$ cat config.mk
export PLATFORM = sky130hd
export DESIGN_NAME = ccp_msg1_queue
export DESIGN_NICKNAME = d
export VERILOG_FILES = /design/src/rtl/ccp_msg1_queue_pkg.sv /design/src/rtl/ccp_chan_storage.sv /design/src/rtl/ccp_msg1_queue.sv
export SDC_FILE = /design/constraint.sdc
export NUM_CORES = 1
export LEC_CHECK = 0
export ABC_AREA = 1
export CAP_MARGIN = 20
export CORE_ASPECT_RATIO = 1.75
export CORE_MARGIN = 2
export CORE_UTILIZATION = 55
export DETAILED_ROUTE_END_ITERATION = 16
export GPL_TIMING_DRIVEN = 0
export PLACE_DENSITY = 0.78
export SLEW_MARGIN = 0
export SYNTH_ARGS = -nofsm -noshare
export SYNTH_HDL_FRONTEND = slang
export SYNTH_HIERARCHICAL = 1
export SYNTH_SLANG_ARGS = --single-unit
$ cat constraint.sdc
create_clock -name clk -period 4.1 [get_ports clk]
set_input_delay 0.41 -clock clk [delete_from_list [all_inputs] [get_ports clk]]
set_output_delay 0.41 -clock clk [all_outputs]
set_load 0.005 [all_outputs]
$ cat src/rtl/ccp_msg1_queue_pkg.sv
// Shared definitions for the L1.5 -> L2 request channel: field widths and message type encodings.
// Every block on the channel imports these rather than redefining them.
package ccp_msg1_queue_pkg;

    localparam int MSG_WIDTH  = 3;
    localparam int DATA_WIDTH = 16;
    localparam int TAG_WIDTH  = 4;
    localparam int OWNER_BITS = 2;

    // MSG_NONE marks an empty slot on the wire; it is handshaken but never stored.
    typedef enum logic [MSG_WIDTH-1:0] {
        MSG_NONE        = 3'd0,
        MSG_LOAD_REQ    = 3'd1,
        MSG_STORE_REQ   = 3'd2,
        MSG_UPGRADE_REQ = 3'd3,
        MSG_WB_REQ      = 3'd4
    } ccp_msg_type_e;

    function automatic int entry_width(input int msg_w, input int data_w,
                                       input int tag_w, input int src_w);
        return msg_w + data_w + tag_w + src_w;
    endfunction

endpackage

$ cat src/rtl/ccp_chan_storage.sv
// Message storage for a channel queue: one synchronous write port, one combinational read port.
// Contents are not reset; the owning queue tracks which entries are live.
module ccp_chan_storage #(
    parameter int DEPTH = 4,
    parameter int W     = 8
) (
    input  logic                     clk,
    input  logic                     i_wr_en,
    input  logic [$clog2(DEPTH)-1:0] i_wr_addr,
    input  logic [W-1:0]             i_wr_data,
    input  logic [$clog2(DEPTH)-1:0] i_rd_addr,
    output logic [W-1:0]             o_rd_data
);

    logic [W-1:0] r_mem [DEPTH];

    always_ff @(posedge clk) begin
        if (i_wr_en) begin
            r_mem[i_wr_addr] <= i_wr_data;
        end
    end

    assign o_rd_data = r_mem[i_rd_addr];

endmodule

$ cat src/rtl/ccp_msg1_queue.sv
// Channel-1 request FIFO between the L1.5 and the L2, with a sticky flag for producer
// handshake violations (message withdrawn or changed while stalled).
module ccp_msg1_queue
    import ccp_msg1_queue_pkg::*;
#(
    parameter int DEPTH  = 4,
    parameter int MSG_W  = MSG_WIDTH,
    parameter int DATA_W = DATA_WIDTH,
    parameter int TAG_W  = TAG_WIDTH,
    parameter int SRC_W  = OWNER_BITS
) (
    input  logic                       clk,
    input  logic                       rst,
    input  logic                       in_valid,
    output logic                       in_ready,
    input  logic [MSG_W-1:0]           in_type,
    input  logic [DATA_W-1:0]          in_data,
    input  logic [TAG_W-1:0]           in_tag,
    input  logic [SRC_W-1:0]           in_source,
    output logic                       out_valid,
    input  logic                       out_ready,
    output logic [MSG_W-1:0]           out_type,
    output logic [DATA_W-1:0]          out_data,
    output logic [TAG_W-1:0]           out_tag,
    output logic [SRC_W-1:0]           out_source,
    output logic [$clog2(DEPTH+1)-1:0] count,
    output logic                       proto_err
);

    localparam int PTR_W = $clog2(DEPTH);
    localparam int CNT_W = $clog2(DEPTH+1);
    localparam int ENT_W = entry_width(MSG_W, DATA_W, TAG_W, SRC_W);
    localparam logic [CNT_W-1:0] FULL_CNT = CNT_W'(DEPTH);

    logic [PTR_W-1:0] r_wr_ptr;
    logic [PTR_W-1:0] r_rd_ptr;
    logic [CNT_W-1:0] r_count;
    logic             r_proto_err;
    logic             r_prev_valid;
    logic             r_prev_ready;
    logic [ENT_W-1:0] r_prev_fields;

    logic             w_in_ready;
    logic             w_out_valid;
    logic             w_push;
    logic             w_pop;
    logic             w_violation;
    logic [ENT_W-1:0] w_in_fields;
    logic [ENT_W-1:0] w_head;

    // Valid/ready on both ports: a transfer happens on a rising edge where valid and ready are
    // both high; ready and valid depend only on registered count, never on the other side.
    assign w_in_ready  = (r_count != FULL_CNT);
    assign w_out_valid = (r_count != '0);
    assign w_in_fields = {in_type, in_data, in_tag, in_source};
    assign w_push      = in_valid && w_in_ready && (in_type != MSG_W'(MSG_NONE));
    assign w_pop       = w_out_valid && out_ready;

    // A stalled producer must hold its message unchanged until accepted.
    assign w_violation = r_prev_valid && !r_prev_ready &&
                         (!in_valid || (w_in_fields != r_prev_fields));

    always_ff @(posedge clk or negedge rst) begin
        if (!rst) begin
            r_wr_ptr <= '0;
            r_rd_ptr <= '0;
            r_count  <= '0;
        end else begin
            if (w_push) begin
                r_wr_ptr <= r_wr_ptr + PTR_W'(1);
            end
            if (w_pop) begin
                r_rd_ptr <= r_rd_ptr + PTR_W'(1);
            end
            case ({w_push, w_pop})
                2'b10:   r_count <= r_count + CNT_W'(1);
                2'b01:   r_count <= r_count - CNT_W'(1);
                default: r_count <= r_count;
            endcase
        end
    end

    always_ff @(posedge clk or negedge rst) begin
        if (!rst) begin
            r_prev_valid  <= 1'b0;
            r_prev_ready  <= 1'b1;
            r_prev_fields <= '0;
            r_proto_err   <= 1'b0;
        end else begin
            r_prev_valid  <= in_valid;
            r_prev_ready  <= w_in_ready;
            r_prev_fields <= w_in_fields;
            r_proto_err   <= r_proto_err | w_violation;
        end
    end

    ccp_chan_storage #(
        .DEPTH (DEPTH),
        .W     (ENT_W)
    ) u_storage (
        .clk       (clk),
        .i_wr_en   (w_push),
        .i_wr_addr (r_wr_ptr),
        .i_wr_data (w_in_fields),
        .i_rd_addr (r_rd_ptr),
        .o_rd_data (w_head)
    );

    assign {out_type, out_data, out_tag, out_source} = w_head;
    assign in_ready  = w_in_ready;
    assign out_valid = w_out_valid;
    assign count     = r_count;
    assign proto_err = r_proto_err;

endmodule

Yosys cells after proc, flatten, opt, wreduce, memory -nomap -nowiden --
Memories as Yosys holds them, arrays and structs flattened. Index checks and enable logic that the tools add are counted.
Operators by class: add/sub/neg operators 4, equal/unequal tests 4, mux-type cells 3, bitwise logic cells 1, reduce and logical (&&, ||, !) cells 11
Operator list (number):
- $ne A25 B25 Y1 | 1
- $pmux W3 S2 | 1
- $reduce_bool A3 Y1 | 2
- $logic_and A1 B1 Y1 | 5
- $add A2 B1 Y2 const B | 2
- $add A3 B1 Y3 const B | 1
- $ne A3 B3 Y1 const B | 1
- $sub A3 B1 Y3 const B | 1
- $eq A2 B1 Y1 const B | 1
- $eq A2 B2 Y1 const B | 1
- $logic_not A1 Y1 | 2
- $mux W1 | 2
- $reduce_bool A2 Y1 | 1
- $logic_or A1 B1 Y1 | 1
- $or A1 B1 Y1 | 1
Word-level totals: register bits 35, memory bits (writable) 100, bits of input ports 29, output and inout port bits 31, logic and storage cells 31, memories kept 1
Memories:
- u_storage.r_mem | depth 4, width 25, rd ports 1, clocked after memory_dff 0, write ports 1, RTL line ccp_chan_storage.sv:15 | logic [W-1:0] r_mem [DEPTH];

Longest topological paths before layout --
Gate-level depths: netlist of run 1.
depth after elaboration 5, gate-level depth with buffers 11, depth with buffers taken out 11

Modules after synthesis --
The synthesis of run 1 kept the hierarchy.
By module, submodules not included:
- ccp_chan_storage | times used 1, cells an instance 400, area an instance 4267.8 µm², sequential area each 3002.9 µm²
- ccp_msg1_queue | times used 1, cells an instance 184, area an instance 1572.8 µm², sequential area each 877.1 µm²

Worst setup path before layout of run 1 --
No wires, ideal clock.
path type flip-flop to flip-flop, from reg r_count[0] (netlist: count[0]), to mem u_storage/r_mem[0][0] (netlist name), enable pin, setup time 0.438 ns, arrival time 2.501 ns, data required time 3.662 ns, path slack 1.161 ns, stages on the path, launching flop included 7, path buffers 0, period minus slack after synthesis 2.939 ns, cells stage by stage dfrtp_1 > inv_2 > nand3_2 > nand3_4 > inv_1 > inv_1 > nor3_1
On the way: word-level cells in the longest chain between the ends 5
RTL lines:
- from (decl) | RTL line ccp_msg1_queue.sv:37 | logic [CNT_W-1:0] r_count;
- from (signal assigned) | RTL line ccp_msg1_queue.sv:76 | 2'b10: r_count <= r_count + CNT_W'(1);
- from (signal assigned) | RTL line ccp_msg1_queue.sv:77 | 2'b01: r_count <= r_count - CNT_W'(1);
- from (signal assigned) | RTL line ccp_msg1_queue.sv:78 | default: r_count <= r_count;
- $ne A3 B3 Y1 | RTL line ccp_msg1_queue.sv:53 | assign w_in_ready = (r_count != FULL_CNT);
- via in_ready | RTL line ccp_msg1_queue.sv:15 | output logic in_ready,
- $logic_and A1 B1 Y1 (2 in series) | RTL line ccp_msg1_queue.sv:56 | assign w_push = in_valid && w_in_ready && (in_type != MSG_W'(MSG_NONE));
- via w_push | RTL line ccp_msg1_queue.sv:45 | logic w_push;
- $mux W1 | RTL line ccp_chan_storage.sv:18 | if (i_wr_en) begin
- $mux W1 (implied by the code) | RTL line ccp_chan_storage.sv:19 | r_mem[i_wr_addr] <= i_wr_data;
- to (decl) | RTL line ccp_chan_storage.sv:15
The timed path passes the listed nets, and every way through them passes these cells.

Final worst setup path of run 1 --
from reg r_rd_ptr[0], to out out_data[13]
On the way: word-level cells in the longest chain between the ends 1
RTL lines:
- from (decl) | RTL line ccp_msg1_queue.sv:36 | logic [PTR_W-1:0] r_rd_ptr;
- from (signal assigned) | RTL line ccp_msg1_queue.sv:73 | r_rd_ptr <= r_rd_ptr + PTR_W'(1);
- $mem_v2 Z4 W25
- to (decl) | RTL line ccp_msg1_queue.sv:23 | output logic [DATA_W-1:0] out_data,
No other way between the ends.

==> metrics.md, run 1 <==
| Metric | Value |
|---|---|
| Status | completed |
| Global-route wire length before repair | around 19 mm |
| Fillers | roughly 700 |
| Share of cells above drive strength 1 | around a tenth |
| GR Overflow Total | 0 |
| Largest area contributor in the netlist | edfxtp_1 |
| Final Setup Violations | 0 |
| Post-route ant nets | 0 |
| Final hold vios | 0 |
| Fmax | between 400 and 500 MHz |
| Slowest Stage Delay on Critical Path | between 0.5 and 0.6 ns |
| Cell mode on critical path | nand2_1 |
| Fin cells | around 800 |
| #FFs+latches synth | about 140 |
| Crit path max-delay family | buffers and inverters |
| Placed insts | 778 |
| Worst relative slew slack | between 40% and 50% |
| Pleak | approximately 3.4 nW |
| Post-synth net total | 615 |
| Number of library cell types mapped by synthesis | 25 |
| Power per cell area | between 600 and 700 nW/um2 |
| CTS tree | built |
| Vias per cell | about 4.8 |
| Initial antenna violation count | 0 |
| Clock buffer depth | 2 |
| Post-layout worst setup margin | approximately 1.7 ns |
| Slowest CP cell | clkdlybuf4s50_1 |
| Total die area | about 11000 um2 |
| Antenna diode count | 0 |
| Maximum VDD drop | between 0.4 and 0.5 mV |
| Clk sinks | ~140 |
| Crit path kind | flop to output port |
| CP required | between 3 and 4 ns |
| Post-synth top area share | just over 50% |
| Max-capacitance violation count | 0 |
| Synthesis-to-finish area growth | 24.68% |
| Skew-Pair Late Insertion Delay | around 0.42 ns |
| Sequential fraction of the synthesis area | between 60% and 70% |
| Hold-fix buffers at CTS | 0 |
| Die height | between 100 and 150 um |
| Critical path buffers and inverters | 3 |
| DPL Wire Length | 8.020 mm |
| Mapped cell area | 5841 um2 |
| CP max FO | 10 |
| Slew @ Worst Pin | 0.8158 ns |
| Most area-consuming cells after synthesis | edfxtp_1 (51%), dfrtp_1 (15%), nand2_1 (12%) |
| Mapped Cells | just under 600 |
| Final Slew Violations | 0 |
| Avg WL per Cell | 14.67 um |
| Fin crit period | 2.442 ns |
| Synth Warn # | 6 |
| Fin area | approximately 7300 um2 |
| Clk root buf | clkbuf_16 |
| RSZ-0062 raised after global routing | false |
| Crit path DAT | slightly above 2 ns |
| Chip Width | 81.90 um |
| H-tree Lvls | 4 |
| Crit path cell chain | buf_4, buf_2, nand2_1, nand3_1, nand2_1, clkdlybuf4s50_1 |
| Total I/O pin count | 60 |
| TritonCTS buffer count | 17 |
| # resized after CTS | 0 |
| DRC | 0 |
| TritonRoute pass-1 iters | 5 |
| Clock slew at reported path FFs | approximately 0.050 ns |
| Post-CTS Setup Inserts | 0 |
| Worst Clk Skew | around 0.0069 ns |
| CP Capture Type | output port |
| Core Area | between 10000 and 15000 um2 |
| Final wirelength | 11.88 mm |
| Final period util | approximately three fifths |
| Nets | roughly 700 |
| Largest net degree at the start of global routing | 36 |
| Initial drt markers | about 190 |
| Critical path launch point type | flop |
| Total number of vias | roughly 3900 |
| Number of global-route vias before repair | ~4000 |
| Dpl ws | 1.274 ns |
| Site Rows | 49 |
| Syn_area_per_cell | roughly 10 um2 |
| Class of the worst hold path | input port to asynchronous set/reset pin |
| Placed cell area | roughly 6700 um2 |
| PortBufs | between 50 and 60 |
| All-layer global routing usage | between 20% and 30% |
| Initial Util | ~57% |
| GP Congestion | between 0.7 and 0.8 |
-- worst paths after layout --
kind | start | end | slack [ns] | depth (start not counted)
max in group asynchronous | rst | r_prev_fields[14] | 3.50 | 1
worst max-delay path | r_rd_ptr[0] | out_data[13] | 1.66 | 6
worst min-delay path | rst | r_rd_ptr[0] | 0.09 | 1
worst min register to register | proto_err | proto_err | 0.48 | 2
min in group clk | proto_err | proto_err | 0.48 | 2
worst max register to register | count[0] | u_storage/r_mem[3][16] | 1.92 | 8
-- stage by stage --
stage	power, W	hold WS (ns)	setup TNS, ns	utilization, %
after floorplan	0.002723	0.1144	0	-
after global placement	0.003445	0.4514	-60.27	63.98
after detailed placement	0.003548	0.4562	0	65.08
after CTS	0.005036	0.1026	0	70.70
after global routing	0.005260	0.1385	0	70.70
final	0.005008	0.09030	0	70.70
-- synth_stat cells (all sizes together) --
cell and n:
nand2 180, inv 150, edfxtp 100, nand3 56, dfrtp 34, nor2 20
buf 16, o21ai 7, xor2 6, xnor2 5, nor3 4, a21boi 1
a21oi 1, and2 1, dfstp 1, fa 1, ha 1
-- layout by cell type (no fill, tap or decap), drive strengths merged, types with 2 or more instances in the layout --
master         netlist  layout
buf                 16      25
bufinv               0       2
clkbuf               0      24
clkdlybuf4s50        0      58
clkinv               0       3
clkinvlp             0       3
dfrtp               34      34
edfxtp             100     100
inv                150     150
nand2              180     180
nand3               56      56
nor2                20      20
nor3                 4       4
o21ai                7       7
xnor2                5       5
xor2                 6       6
-- area by class of cell --
cell class,instances,area (um2),share of cell area (%)
Sequential cell,135,3880,53.28
Tap cell,127,158.9,2.182
Clock inverter,8,97.59,1.340
Clock buffer,24,481.7,6.615
Timing Repair Buffer,67,683.2,9.381
Inverter,150,568.0,7.801
Buffer,16,126.4,1.735
Multi-Input combinational cell,283,1286,17.66
-- per-layer routing --
metal,routed length (um),vias up,track usage (%)
met4,191,0,8.772
met1,4370,1819,24.13
met3,528,15,5.606
met2,6794,111,41.16
met5,0,-,0
li1,-,1952,-
-- cell families after synthesis --
family          share of synthesized area [%]
compound gates                         0.8140
xor+xnor                                1.649
fa+ha+maj                              0.5570
buf+inv                                 11.89
flops                                   66.43
simple gates                            18.66
-- registers in the layout, summed over array words and instances (netlist names) --
register and flops:
u_storage/r_mem 100, r_prev_fields 25, count 3, r_rd_ptr 2, r_wr_ptr 2, proto_err 1, r_prev_ready 1, r_prev_valid 1
-- power by group --
part,internal (W),switching [W]
clock network,0.000939,0.000526
logic,0.000793,0.000936
registers,0.00173,0.0000882
Note: power is estimated with default switching activity, not from simulation.
==> run 2: changes to the inputs <==
--- a/config.mk
+++ b/config.mk
@@ -9,10 +9,10 @@
 export CAP_MARGIN = 20
 export CORE_ASPECT_RATIO = 1.75
 export CORE_MARGIN = 2
-export CORE_UTILIZATION = 55
+export CORE_UTILIZATION = 51
 export DETAILED_ROUTE_END_ITERATION = 16
 export GPL_TIMING_DRIVEN = 0
-export PLACE_DENSITY = 0.78
+export PLACE_DENSITY = 0.76
 export SLEW_MARGIN = 0
 export SYNTH_ARGS = -nofsm -noshare
 export SYNTH_HDL_FRONTEND = slang
==> constraint.sdc (replaced) <==
create_clock -name clk -period 2.1 [get_ports clk]
set_input_delay 0.21 -clock clk [delete_from_list [all_inputs] [get_ports clk]]
set_output_delay 0.21 -clock clk [all_outputs]
set_load 0.005 [all_outputs]
==> metrics.md, run 2 (synthesized netlist as in run 1, its figures left out) <==
| Metric | Value |
|---|---|
| Status | completed |
| DRC | 0 |
| Max-capacitance violation count | 0 |
| Crit path max-delay family | buffers and inverters |
| Crit path DAT | about 2.1 ns |
| Total die area | about 12000 um2 |
| Total number of vias | 4081 |
| Chip Width | between 80 and 90 um |
| TritonRoute pass-1 iters | 5 |
| Met3 wire length | 589 um |
| GP Congestion | 0.7731 |
| DPL Wire Length | between 8 and 9 mm |
| CTS tree | built |
| Synthesis-to-finish area growth | 29.71% |
| Slowest Stage Delay on Critical Path | approximately 0.6 ns |
| Total I/O pin count | 60 |
| Vias per cell | between 4 and 5 |
| Fin crit period | between 2 and 2.5 ns |
| Gate power share | between 30% and 40% |
| Largest net degree at the start of global routing | 36 |
| H-tree Lvls | 4 |
| Maximum VDD drop | between 0.8 and 0.9 mV |
| Pleak | 3.733 nW |
| Nets | between 700 and 800 |
| Worst relative slew slack | between 40% and 50% |
| All-layer global routing usage | 21.62% |
| Final Slew Violations | 0 |
| Clock share of power | about 28% |
| Largest reg by FF count | u_storage/r_mem |
| Fillers | around 750 |
| Final wirelength | approximately 13 mm |
| Clk root buf | clkbuf_16 |
| CP Capture Type | flop |
| Slew @ Worst Pin | ~0.8 ns |
| Fmax | around 500 MHz |
| Clock buffer depth | 2 |
| Initial antenna violation count | 0 |
| Core Util, Final | slightly below 70% |
| CP max FO | 18 |
| Switching part of the total power | 32.22% |
| CP required | around 2.2 ns |
| Critical path buffers and inverters | 5 |
| Final period util | a little over nine tenths |
| Power per cell area | 1334 nW/um2 |
| Part of the power in registers | about a third |
| Avg WL per Cell | about 16 um |
| Met2 routed WL | approximately 7.4 mm |
| Post-route ant nets | 0 |
| Metal1 wirelength | about 4.5 mm |
| Leading cell types in the layout, fill and taps excluded | nand2_1 (179), inv_1 (144), edfxtp_1 (100), nand3_1 (50), dfrtp_1 (34) |
| GR Overflow Total | 0 |
| Crit path kind | input port to flop |
| Cell internal pwr | a little under 0.007 W |
| Share of cells above drive strength 1 | 11.34% |
| Multi-input logic area | about 1300 um2 |
| Crit path cell chain | clkdlybuf4s50_1, inv_1, nand2_1, nand3_4, inv_1, inv_1, nor3_4, buf_16 |
| Global-route wire length before repair | ~20 mm |
| Clk sinks | 135 |
| Critical path launch point type | input port |
| Cell mode on critical path | inv_1 |
| Sw power | approximately 0.0033 W |
| Initial drt markers | 210 |
| Site Rows | 51 |
| Setup_tns | 0 ns |
| Highest routed layer | met4 |
| Core Area | roughly 11000 um2 |
| Antenna diode count | 0 |
| Skew-Pair Late Insertion Delay | 0.42 ns |
| Slowest CP cell | clkdlybuf4s50_1 |
| Number of global-route vias before repair | 4283 |
| Worst Clk Skew | 0.005969 ns |
| Clock slew at reported path FFs | ~0.06 ns |
| Initial Util | roughly 52% |
| Final Setup Violations | 0 |
| Sequential cell area | about 3900 um2 |
| Final hold vios | 0 |
| Commonest non-fill, non-tap cell in the layout | nand2_1 |
| Die height | 145.6 um |
| PortBufs | 59 |
| Max FFs per register | 100 |
| TritonCTS buffer count | 17 |
| Class of the worst hold path | input port to flop |
-- run 2: changes by cell type in the layout (fill, tap and decap cells not counted), sizes merged, moves of 2 or more --
cell | before | now
clkbuf | 24 | 22
clkinv | 3 | 6
buf | 25 | 28
dlymetal6s2s | 0 | 22
clkdlybuf4s50 | 58 | 33
dlygate4sd2 | 0 | 3
-- run 2: cell type report --
type | instances | share of cell area, %
buffer | 16 | 2.378
tap | 132 | 2.180
timing repair buffer | 72 | 11.51
clock inverter | 11 | 1.668
multi-input combinational | 283 | 17.47
inverter | 150 | 7.630
sequential | 135 | 51.21
clock buffer | 21 | 5.945
-- run 2: worst paths after layout --
kind,end,cells after the start,startpoint,slack [ns]
setup / recovery,u_storage/r_mem[3][15],8,in_type[1],0.1
hold / removal,r_prev_valid,1,in_valid,0.35
setup reg to reg,u_storage/r_mem[3][15],7,count[0],0.12
hold reg to reg,proto_err,2,proto_err,0.47
max in group asynchronous,r_prev_fields[16],2,rst,1.16
min in group asynchronous,r_prev_fields[0],2,rst,0.43
-- run 2: routing by layer --
layer / up-vias / track usage [%]
met2: 143 / 39.88
met3: 35 / 5.445
met1: 1947 / 20.97
met4: 0 / 12.94
met5: - / 0
li1: 1956 / -
-- run 2: power by group through the flow --
stage	sequential [W]	combinational [W]	clock [W]
after detailed placement	0.00360	0.00344	0
after CTS	0.00355	0.00362	0.00288
after floorplan	0.00355	0.00177	0
after global routing	0.00358	0.00401	0.00300
final	0.00355	0.00368	0.00287
after global placement	0.00357	0.00317	0
-- run 2: per-stage QoR --
| stage | power (W) | hold WS [ns] | setup WS (ns) | instance area [um2] | cells |
|---|---|---|---|---|---|
| after global routing | 0.01060 | 0.3590 | -0.02263 | 7576 | 820 |
| after CTS | 0.01005 | 0.3436 | -0.002663 | 7406 | 814 |
| after floorplan | 0.005328 | -0.08559 | -0.09726 | 5861 | 584 |
| after global placement | 0.006743 | 0.4509 | -1.190 | 6616 | 775 |
| final | 0.01010 | 0.3451 | 0.09984 | 7576 | 820 |
| after detailed placement | 0.007040 | 0.3444 | -0.3887 | 6746 | 779 |
-- run 2: timing repair --
action | CTS | global route
buffers inserted | 2 | 5
hold buffers | 1 | 0
pin swaps | 0 | 4
resized for setup | 21 | 26
gates cloned | 0 | 1
hold endpoints to repair | 34 | 0
endpoints found under the setup margin | 25 | 52
==> run 3: changes to the inputs <==
--- a/config.mk
+++ b/config.mk
@@ -9,10 +9,9 @@
 export CAP_MARGIN = 20
 export CORE_ASPECT_RATIO = 1.75
 export CORE_MARGIN = 2
-export CORE_UTILIZATION = 51
+export CORE_UTILIZATION = 40
 export DETAILED_ROUTE_END_ITERATION = 16
 export GPL_TIMING_DRIVEN = 0
-export PLACE_DENSITY = 0.76
 export SLEW_MARGIN = 0
 export SYNTH_ARGS = -nofsm -noshare
 export SYNTH_HDL_FRONTEND = slang
==> metrics.md, run 3 (synthesized netlist as in run 1, its figures left out) <==
| Metric | Value |
|---|---|
| Avg WL per Cell | approximately 14 um |
| Final wirelength | between 10 and 15 mm |
| Clk sinks | around 140 |
| Final Slew Violations | 0 |
| Power per cell area | about 1300 nW/um2 |
| Crit path DAT | approximately 1.7 ns |
| GP Congestion | about 0.7 |
| Number of global-route vias before repair | around 4200 |
| Hold Slack | 0.3585 ns |
| Leading cell types in the layout, fill and taps excluded | nand2_1 (180), inv_1 (144), edfxtp_1 (100), nand3_1 (50), dfrtp_1 (34) |
| Worst Clk Skew | ~0.008 ns |
| CTS tree | built |
| Fmax | 516.3 MHz |
| Reg-to-Reg End | count[2] |
| Hold Path Cell Cnt | 1 |
| Worst Hold Launch | in_valid |
| Maximum VDD drop | ~0.7 mV |
| Core Util, Final | a little over half |
| Critical path launch point type | flop |
| Status | completed |
| Clock buffer depth | 2 |
| Synthesis-to-finish area growth | 31.56% |
| Worst R2R Start | count[0] |
| Vias per cell | ~4.5 |
| Max-capacitance violation count | 0 |
| Post-route ant nets | 0 |
| Initial Util | between 40% and 50% |
| CP Capture Type | output port |
| Core Area | around 14000 um2 |
| TritonCTS buffer count | 17 |
| TritonRoute pass-1 iters | 5 |
| Dpl ws | -0.4628 ns |
| Final hold vios | 0 |
| Fin crit period | between 1.5 and 2 ns |
| Total die area | roughly 16000 um2 |
| Final Setup Violations | 0 |
| Worst Hold End | r_prev_valid |
| Chip Width | 95.35 um |
| Skew-Pair Late Insertion Delay | 0.42 ns |
| Slew @ Worst Pin | 0.8490 ns |
| Pleak | about 3.7 nW |
| Post-layout worst setup margin | approximately 0.16 ns |
| Worst relative slew slack | a little over two fifths |
| Register-to-Register Path Depth | 9 |
| Clk root buf | clkbuf_16 |
| RSZ-0062 raised after global routing | false |
| Crit path kind | flop to output port |
| CP required | about 1.9 ns |
| Total number of vias | approximately 3900 |
| Final period util | between 90 and 100% |
| Largest reg by FF count | u_storage/r_mem |
| CP max FO | 10 |
| H-tree Lvls | 4 |
| All-layer global routing usage | between 10% and 20% |
| Share of cells above drive strength 1 | about an eighth |
| Die height | ~160 um |
| PortBufs | slightly below 60 |
| Antenna diode count | 0 |
| GR Overflow Total | 0 |
| DRC | 0 |
| Clock slew at reported path FFs | 0.06 ns |
| Initial drt markers | between 150 and 200 |
| Setup_tns | 0 ns |
| Site Rows | 58 |
| Largest net degree at the start of global routing | 36 |
| DPL Wire Length | between 8 and 9 mm |
| Global-route wire length before repair | ~20 mm |
| Total I/O pin count | 60 |
| Class of the worst hold path | input port to flop |
| Nets | 709 |
| R2R Setup Slk | around 0.25 ns |
| Initial antenna violation count | 0 |
| Max FFs per register | 100 |
| Commonest non-fill, non-tap cell in the layout | nand2_1 |
==> run 3: critical path, stage by stage (launching register included) <==
cell           delay [ns]
dfrtp_1              0.40
buf_6                0.15
inv_4                0.10
buf_6                0.16
nand2_1              0.06
nand3_1              0.07
nand2_1              0.08
dlygate4sd2_1        0.28
==> run 3: worst max-delay path by stage <==
stage | from | endpoint | slack, ns | depth (start not counted)
floorplan | count[0] | u_storage/r_mem[0][0] | -0.1 | 6
global placement | in_type[1] | u_storage/r_mem[3][12] | -1.31 | 7
detailed placement | in_type[1] | u_storage/r_mem[0][12] | -0.46 | 8
CTS | r_rd_ptr[0] | out_data[5] | -0.004 | 7
global route | count[0] | count[2] | 0.05 | 9
finish | r_rd_ptr[0] | out_data[13] | 0.16 | 7
==> run 3: metal layers <==
layer  vias to the layer above  wire length [um]  track usage [%]
met4                         0               155            6.588
met3                        13               481            3.807
met5                         -                 0                0
met1                      1880              4614            18.90
li1                       1971                 -                -
met2                        84              7195            33.29
==> run 3: report_power, final <==
part,switching [W],total [W],internal [W]
Combinational,0.00191,0.00356,0.00165
Clock,0.00113,0.00324,0.00211
Sequential,0.000171,0.00354,0.00337
Total,0.00321,0.0103,0.00713
==> run 3: cell type report <==
cell class | instances | area, um2
Clock buffer | 17 | 425.4
Sequential cell | 135 | 3880
Clock inverter | 15 | 227.7
Timing Repair Buffer | 75 | 838.3
Multi-Input combinational cell | 283 | 1321
Tap cell | 180 | 225.2
Inverter | 150 | 570.5
Fill cell | 1229 | 6613
Buffer | 16 | 195.2
==> run 3: per-stage QoR <==
stage	instance area, um2	cells	total power, W
detailed placement	6807	827	0.007080
CTS	7597	866	0.01048
finish	7684	871	0.01034
global route	7684	871	0.01092
global placement	6676	823	0.006817
floorplan	5861	584	0.005328
==> run 3: what timing repair did <==
action | CTS | global route
buffers inserted | 6 | 5
endpoints found under the setup margin | 53 | 49
gates resized for setup | 30 | 18
hold buffers | 1 | 0
pin swaps | 2 | 2
hold endpoints to repair | 34 | 0
cloned | 0 | 0
